### config.mk
export PLATFORM = sky130hd
export DESIGN_NAME = dmem_access_ctrl_flat
export DESIGN_NICKNAME = d
export VERILOG_FILES = /design/src/rtl/dmem_access_ctrl_if.sv /design/src/rtl/dmem_access_ctrl.sv /design/src/flat_wrapper.sv
export SDC_FILE = /design/constraint.sdc
export NUM_CORES = 1
export LEC_CHECK = 0
export BUFFER_PORTS_ARGS = -buffer_cell sky130_fd_sc_hd__buf_2
export CORE_AREA = 3 3 109 80
export DETAILED_ROUTE_END_ITERATION = 16
export DIE_AREA = 0 0 112 83
export GPL_TIMING_DRIVEN = 1
export RECOVER_POWER = 100
export SYNTH_ARGS = -nofsm -noshare
export SYNTH_HDL_FRONTEND = slang
export SYNTH_SLANG_ARGS = --single-unit
### constraint.sdc
create_clock -name clk -period 2.7 [get_ports clk]
set_input_delay 0.27 -clock clk [delete_from_list [all_inputs] [get_ports clk]]
set_output_delay 0.27 -clock clk [all_outputs]
set_load 0.005 [all_outputs]
### src/rtl/dmem_access_ctrl_if.sv
// dmem_access_ctrl_if: pipeline request/response handshake plus DataMemory strobes for dmem_access_ctrl
interface dmem_access_ctrl_if #(parameter int ADDR_W = 20, parameter int DATA_W = 20);
  logic req_valid, req_ready, req_write, req_memtoreg;
  logic [ADDR_W-1:0] req_addr, address;
  logic [DATA_W-1:0] req_wdata, rsp_data, writeData, readData;
  logic rsp_valid, rsp_ready, rsp_write, rsp_memtoreg, rsp_err;
  logic memwrite, memread, memtoreg;
  modport master (
    output req_valid, req_write, req_addr, req_wdata, req_memtoreg, rsp_ready, readData,
    input req_ready, rsp_valid, rsp_data, rsp_write, rsp_memtoreg, rsp_err,
    input address, writeData, memwrite, memread, memtoreg
  );
  modport slave (
    input req_valid, req_write, req_addr, req_wdata, req_memtoreg, rsp_ready, readData,
    output req_ready, rsp_valid, rsp_data, rsp_write, rsp_memtoreg, rsp_err,
    output address, writeData, memwrite, memread, memtoreg
  );
endinterface

### src/rtl/dmem_access_ctrl.sv
// dmem_access_ctrl: one-outstanding load/store initiator toward DataMemory; DMEM_READBACK_CHECK_EN adds a store readback verify
module dmem_access_ctrl #(
  parameter int ADDR_W = 20,
  parameter int DATA_W = 20,
  parameter int MEM_WORDS = 32,
  parameter int READ_LATENCY = 1
) (
  input logic clk,
  input logic rst,
  dmem_access_ctrl_if.slave bus
);
  localparam logic [2:0] IDLE = 3'd0, WR = 3'd1, RD = 3'd2, RSP = 3'd3;
`ifdef DMEM_READBACK_CHECK_EN
  localparam logic [2:0] VFY = 3'd4;
`endif
  logic [2:0] state, cnt;
  logic oor;
  assign oor = bus.req_addr >= ADDR_W'(MEM_WORDS);
  assign bus.req_ready = state == IDLE && !rst;
  assign bus.rsp_valid = state == RSP;
  assign bus.memwrite = state == WR;
`ifdef DMEM_READBACK_CHECK_EN
  assign bus.memread = state == RD || state == VFY;
`else
  assign bus.memread = state == RD;
`endif
  always_ff @(posedge clk or posedge rst)
    if (rst) begin
      state <= IDLE;
      cnt <= '0;
      bus.address <= '0;
      bus.writeData <= '0;
      bus.memtoreg <= 1'b0;
      bus.rsp_data <= '0;
      bus.rsp_write <= 1'b0;
      bus.rsp_memtoreg <= 1'b0;
      bus.rsp_err <= 1'b0;
    end else
      case (state)
        IDLE: if (bus.req_valid) begin
          bus.rsp_data <= '0;
          bus.rsp_write <= bus.req_write;
          bus.rsp_memtoreg <= bus.req_memtoreg;
          bus.rsp_err <= oor;
          cnt <= 3'(READ_LATENCY);
          state <= oor ? RSP : bus.req_write ? WR : RD;
          // out-of-range requests leave the memory-facing registers untouched
          if (!oor) begin
            bus.address <= bus.req_addr;
            bus.memtoreg <= bus.req_memtoreg;
            if (bus.req_write) bus.writeData <= bus.req_wdata;
          end
        end
`ifdef DMEM_READBACK_CHECK_EN
        WR: begin
          cnt <= 3'(READ_LATENCY);
          state <= VFY;
        end
        VFY: begin
          cnt <= cnt - 3'd1;
          if (cnt == 3'd1) begin
            bus.rsp_err <= bus.readData != bus.writeData;
            state <= RSP;
          end
        end
`else
        WR: state <= RSP;
`endif
        RD: begin
          cnt <= cnt - 3'd1;
          if (cnt == 3'd1) begin
            bus.rsp_data <= bus.readData;
            state <= RSP;
          end
        end
        RSP: if (bus.rsp_ready) state <= IDLE;
        default: state <= IDLE;
      endcase
endmodule

### src/flat_wrapper.sv
// flat-port wrapper written by rule: the top's interface ports become plain ports
module dmem_access_ctrl_flat 
#(
  parameter int ADDR_W = 20,
  parameter int DATA_W = 20,
  parameter int MEM_WORDS = 32,
  parameter int READ_LATENCY = 1
)
  (clk, rst, bus_req_valid, bus_req_write, bus_req_addr, bus_req_wdata, bus_req_memtoreg, bus_rsp_ready, bus_readData, bus_req_ready, bus_rsp_valid, bus_rsp_data, bus_rsp_write, bus_rsp_memtoreg, bus_rsp_err, bus_address, bus_writeData, bus_memwrite, bus_memread, bus_memtoreg);
  dmem_access_ctrl_if #(.ADDR_W(ADDR_W), .DATA_W(DATA_W)) bus_i ();
  input logic clk;
  input logic rst;
  input wire logic [$bits(bus_i.req_valid)-1:0] bus_req_valid;
  input wire logic [$bits(bus_i.req_write)-1:0] bus_req_write;
  input wire logic [$bits(bus_i.req_addr)-1:0] bus_req_addr;
  input wire logic [$bits(bus_i.req_wdata)-1:0] bus_req_wdata;
  input wire logic [$bits(bus_i.req_memtoreg)-1:0] bus_req_memtoreg;
  input wire logic [$bits(bus_i.rsp_ready)-1:0] bus_rsp_ready;
  input wire logic [$bits(bus_i.readData)-1:0] bus_readData;
  output wire logic [$bits(bus_i.req_ready)-1:0] bus_req_ready;
  output wire logic [$bits(bus_i.rsp_valid)-1:0] bus_rsp_valid;
  output wire logic [$bits(bus_i.rsp_data)-1:0] bus_rsp_data;
  output wire logic [$bits(bus_i.rsp_write)-1:0] bus_rsp_write;
  output wire logic [$bits(bus_i.rsp_memtoreg)-1:0] bus_rsp_memtoreg;
  output wire logic [$bits(bus_i.rsp_err)-1:0] bus_rsp_err;
  output wire logic [$bits(bus_i.address)-1:0] bus_address;
  output wire logic [$bits(bus_i.writeData)-1:0] bus_writeData;
  output wire logic [$bits(bus_i.memwrite)-1:0] bus_memwrite;
  output wire logic [$bits(bus_i.memread)-1:0] bus_memread;
  output wire logic [$bits(bus_i.memtoreg)-1:0] bus_memtoreg;
  assign bus_i.req_valid = bus_req_valid;
  assign bus_i.req_write = bus_req_write;
  assign bus_i.req_addr = bus_req_addr;
  assign bus_i.req_wdata = bus_req_wdata;
  assign bus_i.req_memtoreg = bus_req_memtoreg;
  assign bus_i.rsp_ready = bus_rsp_ready;
  assign bus_i.readData = bus_readData;
  assign bus_req_ready = bus_i.req_ready;
  assign bus_rsp_valid = bus_i.rsp_valid;
  assign bus_rsp_data = bus_i.rsp_data;
  assign bus_rsp_write = bus_i.rsp_write;
  assign bus_rsp_memtoreg = bus_i.rsp_memtoreg;
  assign bus_rsp_err = bus_i.rsp_err;
  assign bus_address = bus_i.address;
  assign bus_writeData = bus_i.writeData;
  assign bus_memwrite = bus_i.memwrite;
  assign bus_memread = bus_i.memread;
  assign bus_memtoreg = bus_i.memtoreg;
  dmem_access_ctrl #(.ADDR_W(ADDR_W), .DATA_W(DATA_W), .MEM_WORDS(MEM_WORDS), .READ_LATENCY(READ_LATENCY)) u_core (.clk(clk), .rst(rst), .bus(bus_i));
endmodule
# [Word level (Yosys, flattened, before mapping)]
# Index checks and enable logic that the tools add are counted.
# Widths: inputs -> output; s select.
[word_totals] ff_bits=70 wordCells=40
[op_classes] n_addsub=1 n_lt_le_gt_ge=1 n_eq_ne=7 muxes=11 bitwise=1 reduce_logical=10
[op_table] op="$mux 20" count=2
[op_table] op="$pmux 20 s2" count=1
[op_table] op="$ge 20x6->1 const B" count=1
[op_table] op="$mux 3" count=5
[op_table] op="$pmux 3 s4" count=1
[op_table] op="$reduce_and 3->1" count=3
[op_table] op="$eq 3x1->1 const B" count=2
[op_table] op="$eq 3x2->1 const B" count=2
[op_table] op="$pmux 3 s2" count=1
[op_table] op="$ne 2x2->1 const B" count=2
[op_table] op="$reduce_and 2->1" count=2
[op_table] op="$reduce_and 4->1" count=1
[op_table] op="$logic_not 3->1" count=1
[op_table] op="$sub 3x1->3 const B" count=1
[op_table] op="$mux 2" count=1
[op_table] op="$ne 2x1->1 const B" count=1
[op_table] op="$reduce_bool 2->1" count=1
[op_table] op="$logic_and 1x1->1" count=1
[op_table] op="$logic_not 1->1" count=1
[op_table] op="$not 1->1" count=1

# [Logic depth before layout (Yosys ltp)]
[logic_depth] ltp_word=4 ltp_mapped=8

# [Worst setup path after synthesis]
# Ideal clock, no wire load.
[synth_path] path_kind="reg-to-reg" startpoint="reg u_core.state[0]" endpoint="reg u_core.bus.writeData[0]" setup_ps=125 arrival_time_ps=1630 path_slack_ps=945 path_stages_with_launch=8 path_buffers=2 path_cell_list="dfrtp_1 > inv_1 > ha_1 > clkbuf_1 > nand3_1 > nor3_4 > buf_6 > mux2_2"
[synth_via] elab_chain_cells=2
[synth_rtl] item="start: declaration" line="dmem_access_ctrl.sv:16" source="logic [2:0] state, cnt;"
[synth_rtl] item="start signal: assignment" line="dmem_access_ctrl.sv:46" source="state <= oor ? RSP : bus.req_write ? WR : RD;"
[synth_rtl] item="$logic_not 3->1" line="dmem_access_ctrl.sv:39" source="case (state)"
[synth_rtl] item="$reduce_and 4->1 (no line)"
[synth_rtl] item="end signal: assignment" line="dmem_access_ctrl.sv:51" source="if (bus.req_write) bus.writeData <= bus.req_wdata;"
[synth_rtl] item="end: declaration" line="dmem_access_ctrl_if.sv:16" source="output address, writeData, memwrite, memread, memtoreg"
# No other way between the ends.
# A chain may end at the register's enable or synchronous reset.

# [Worst setup path after layout]
[layout_path] startpoint="reg u_core.state[1]" endpoint="reg u_core.bus.writeData[2]"
# Same word-level chain as after synthesis.

==> results.py <==
metrics = {
    "finish": {
        "utilization_pct": 47.2,
        "final_cells": 436,
        "syn2layout_area_growth_pct": 35.5,
        "diodes": 0,
        "nets": 403,
        "drive_above_1_share_pct": 48.1,
        "post-route-cell-area_um2": 3650,
    },
    "route": {
        "firstDrtPassIters": 4,
        "vias": 1982,
        "viasPerCell": 4.55,
        "drt_iter0_drc": 34,
        "drc": 0,
        "drt_wl_total_um": 6250,
        "ant_nets": 0,
        "route.detailed.wl_per_inst_um": 14.3,
    },
    "synth": {
        "ys_async_sr_fraction_pct": 100,
        "synth_common_cells": "69 x dfrtp_1, 27 x mux2_2, 21 x a22o_1, 12 x nor2b_1, 9 x nand2_1",
        "synth-simple-area-share_pct": 9.19,
        "synth.most_common_cell": "dfrtp_1",
        "synth_top_area_share_pct": 64.0,
        "synth_area_per_cell_um2": 14.2,
        "synth-seq-cells": 69,
        "synth-compound-area-share_pct": 9.14,
        "synth.distinct_cells": 24,
        "synth_area_leader_cell": "dfrtp_1",
        "synthFlopType": "dfrtp_1",
        "synth_cells": 190,
        "synthMuxAreaShare_pct": 11.6,
        "synth_top_family_by_area": "multiplexers",
        "syn_nets": 262,
        "synth-edff-count": 0,
        "synth_area_um2": 2700,
        "synthXorXnorAreaFrac_pct": 0,
        "synth-seq-area-share_pct": 64.0,
        "synthTopCellsByArea": "dfrtp_1 64%, mux2_2 11%, a22o_1 6.8%",
        "synthAdderAreaFrac_pct": 2.78,
        "yosys_warnings": 0,
    },
    "timing": {
        "min_period_over_period_pct": 80.9,
        "whs_ns": 0.149,
        "tightest_slew_ns": 0.992,
        "min_period_ns": 2.18,
        "slew_violations": 0,
        "setup_viol": 0,
        "relSlewSlack_pct": 33.8,
        "setup_ws_ns": 0.517,
        "fin_tns_setup_ns": 0,
        "fin_skew_ns": 0.00969,
        "final_hold_viol_count": 0,
        "clock.fmax_ghz": 0.458,
        "rsz0062_at_grt": "false",
    },
    "worst_setup_path": {
        "end_kind": "register",
        "cp_data_arrival_time_ns": 2.40,
        "worstSetupPathType": "register to register",
        "slowest_stage": "clkbuf_2",
        "critPathRequiredTime_ns": 2.91,
        "cp-start-kind": "register",
        "path_cells": "inv_1 > ha_1 > nand3_1 > nor3_4 > clkbuf_2 > mux2_2",
        "cpPeakStageDelay_ns": 0.45,
        "crit_path_max_fanout": 20,
    },
    "cts": {
        "h-tree-depth": 3,
        "ctsResizeCount": 0,
        "cts_buffers": 9,
        "clkTransAtPathRegs_ns": 0.08,
        "cts.path.max_buffers": 2,
        "cts_tree": "built",
        "clkLatencyLatePin_ns": 0.33,
        "postCtsSetupBuffers": 0,
        "cts_sinks": 69,
        "cts-root-buf": "clkbuf_8",
        "ctsHoldBuffers": 1,
    },
    "global_routing": {
        "grt_max_degree": 28,
        "grt_overflow": 0,
        "grt_pass1_vias": 2026,
        "grtUsageTotal_pct": 13.5,
        "antenna_found_initial": 0,
        "grt_pass1_wl_um": 10200,
    },
    "power_and_ir_drop": {
        "powerDensity_nw_per_um2": 807,
        "total_power_mw": 2.95,
        "power.leakage_nw": 2.05,
        "ir_worst_vdd_mv": 0.381,
    },
    "min_path": {
        "hold_path.class": "input pin to register",
    },
    "placed_design": {
        "finalWeightedCongestion": 0.760,
        "post-place-ws_ns": 0.529,
        "dpl.hpwl_um": 4720,
        "dpl.cell_count": 420,
        "placed_cell_area_um2": 3470,
        "port_buffers": 133,
    },
    "die": {
        "io_pins": 134,
        "start_util_pct": 34.9,
        "num_rows": 27,
        "die_h_um": 83,
        "core_um2": 7740,
        "dieArea_um2": 9300,
        "die_w_um": 112,
    },
    "run_status": {
        "status": "complete, no violations",
    },
    "run": {
        "cap_viol_max_count": 0,
    },
}
-- power by group --
group | total (mW) | internal, mW | switching (mW) | leakage [nW]
sequential | 1.29 | 1.19 | 0.0955 | 0.938
clock | 0.897 | 0.515 | 0.382 | 0.101
combinational | 0.766 | 0.337 | 0.429 | 1.01
total | 2.95 | 2.04 | 0.907 | 2.05
-- final timing paths --
kind	from	slack, ns	endpoint	cells after the start
max	u_core.state[1]	0.52	u_core.bus.writeData[2]	6
min in group asynchronous	rst	0.72	u_core.state[1]	3
max in group asynchronous	rst	0.86	u_core.bus.address[19]	4
min	bus_readData[4]	0.15	u_core.bus.rsp_data[4]	2
min reg2reg	u_core.bus.address[17]	0.50	u_core.bus.address[17]	1
max reg2reg	u_core.state[1]	0.52	u_core.bus.writeData[2]	6
-- worst max-delay path: cells and delay by family, from the launching register on --
| family | cells | cell delay, ns |
|---|---|---|
| adders and majority gates | 1 | 0.34 |
| DFF | 1 | 0.41 |
| and+or+nand+nor | 2 | 0.34 |
| muxes | 1 | 0.40 |
| buffers and inverters | 2 | 0.56 |
-- metal layers --
metal	vias up	GRT usage, %	share of wire [%]
li1	951	-	-
met1	958	18.2	45
met2	71	20.9	47
met3	2	6.19	7.8
met4	0	1.64	0.11
met5	-	0	0
-- cell type report --
| cell class | instances | area (um^2) |
|---|---|---|
| Inverter | 7 | 26.3 |
| Clock inverter | 6 | 88.8 |
| Clock buffer | 9 | 124 |
| Tap cell | 101 | 126 |
| Sequential cell | 69 | 1730 |
| Timing Repair Buffer | 139 | 673 |
| Multi-Input combinational cell | 105 | 890 |
| Fill cell | 749 | 4080 |
-- registers in the layout, indices dropped and copies added, names as in the netlist --
| register | flops |
|---|---|
| u_core.bus.rsp_write | 1 |
| u_core.bus.address | 20 |
| u_core.bus.writeData | 20 |
| u_core.cnt | 3 |
| u_core.state | 2 |
| u_core.bus.rsp_memtoreg | 1 |
| u_core.bus.rsp_data | 20 |
| u_core.bus.rsp_err | 1 |
| u_core.bus.memtoreg | 1 |
-- placed cells by master, fill, tap and decap left out, drive strengths merged --
cell | netlist | final
nor3 | 5 | 5
o221ai | 2 | 2
mux2i | 1 | 1
or4 | 1 | 1
a211oi | 1 | 1
buf | 6 | 110
mux2 | 27 | 27
ha | 6 | 6
nand2 | 9 | 9
inv | 7 | 7
o21ai | 4 | 4
a21boi | 1 | 1
and2b | 5 | 5
bufinv | 0 | 2
dlygate4sd3 | 0 | 1
nand2b | 2 | 2
dfrtp | 69 | 69
nor2b | 12 | 12
nor2 | 2 | 2
nor4 | 2 | 2
clkinv | 0 | 2
clkinvlp | 0 | 2
clkbuf | 3 | 37
a22o | 21 | 21
nand3 | 2 | 2
a21oi | 2 | 2
-- logic make-up after synthesis --
kind of cell / Yosys count
AOI/OAI and AO/OA: 31
adders and majority gates: 6
buffers and inverters: 16
DFF: 69
muxes: 28
and+or+nand+nor: 40
Note: power is estimated with default switching activity, not from simulation.
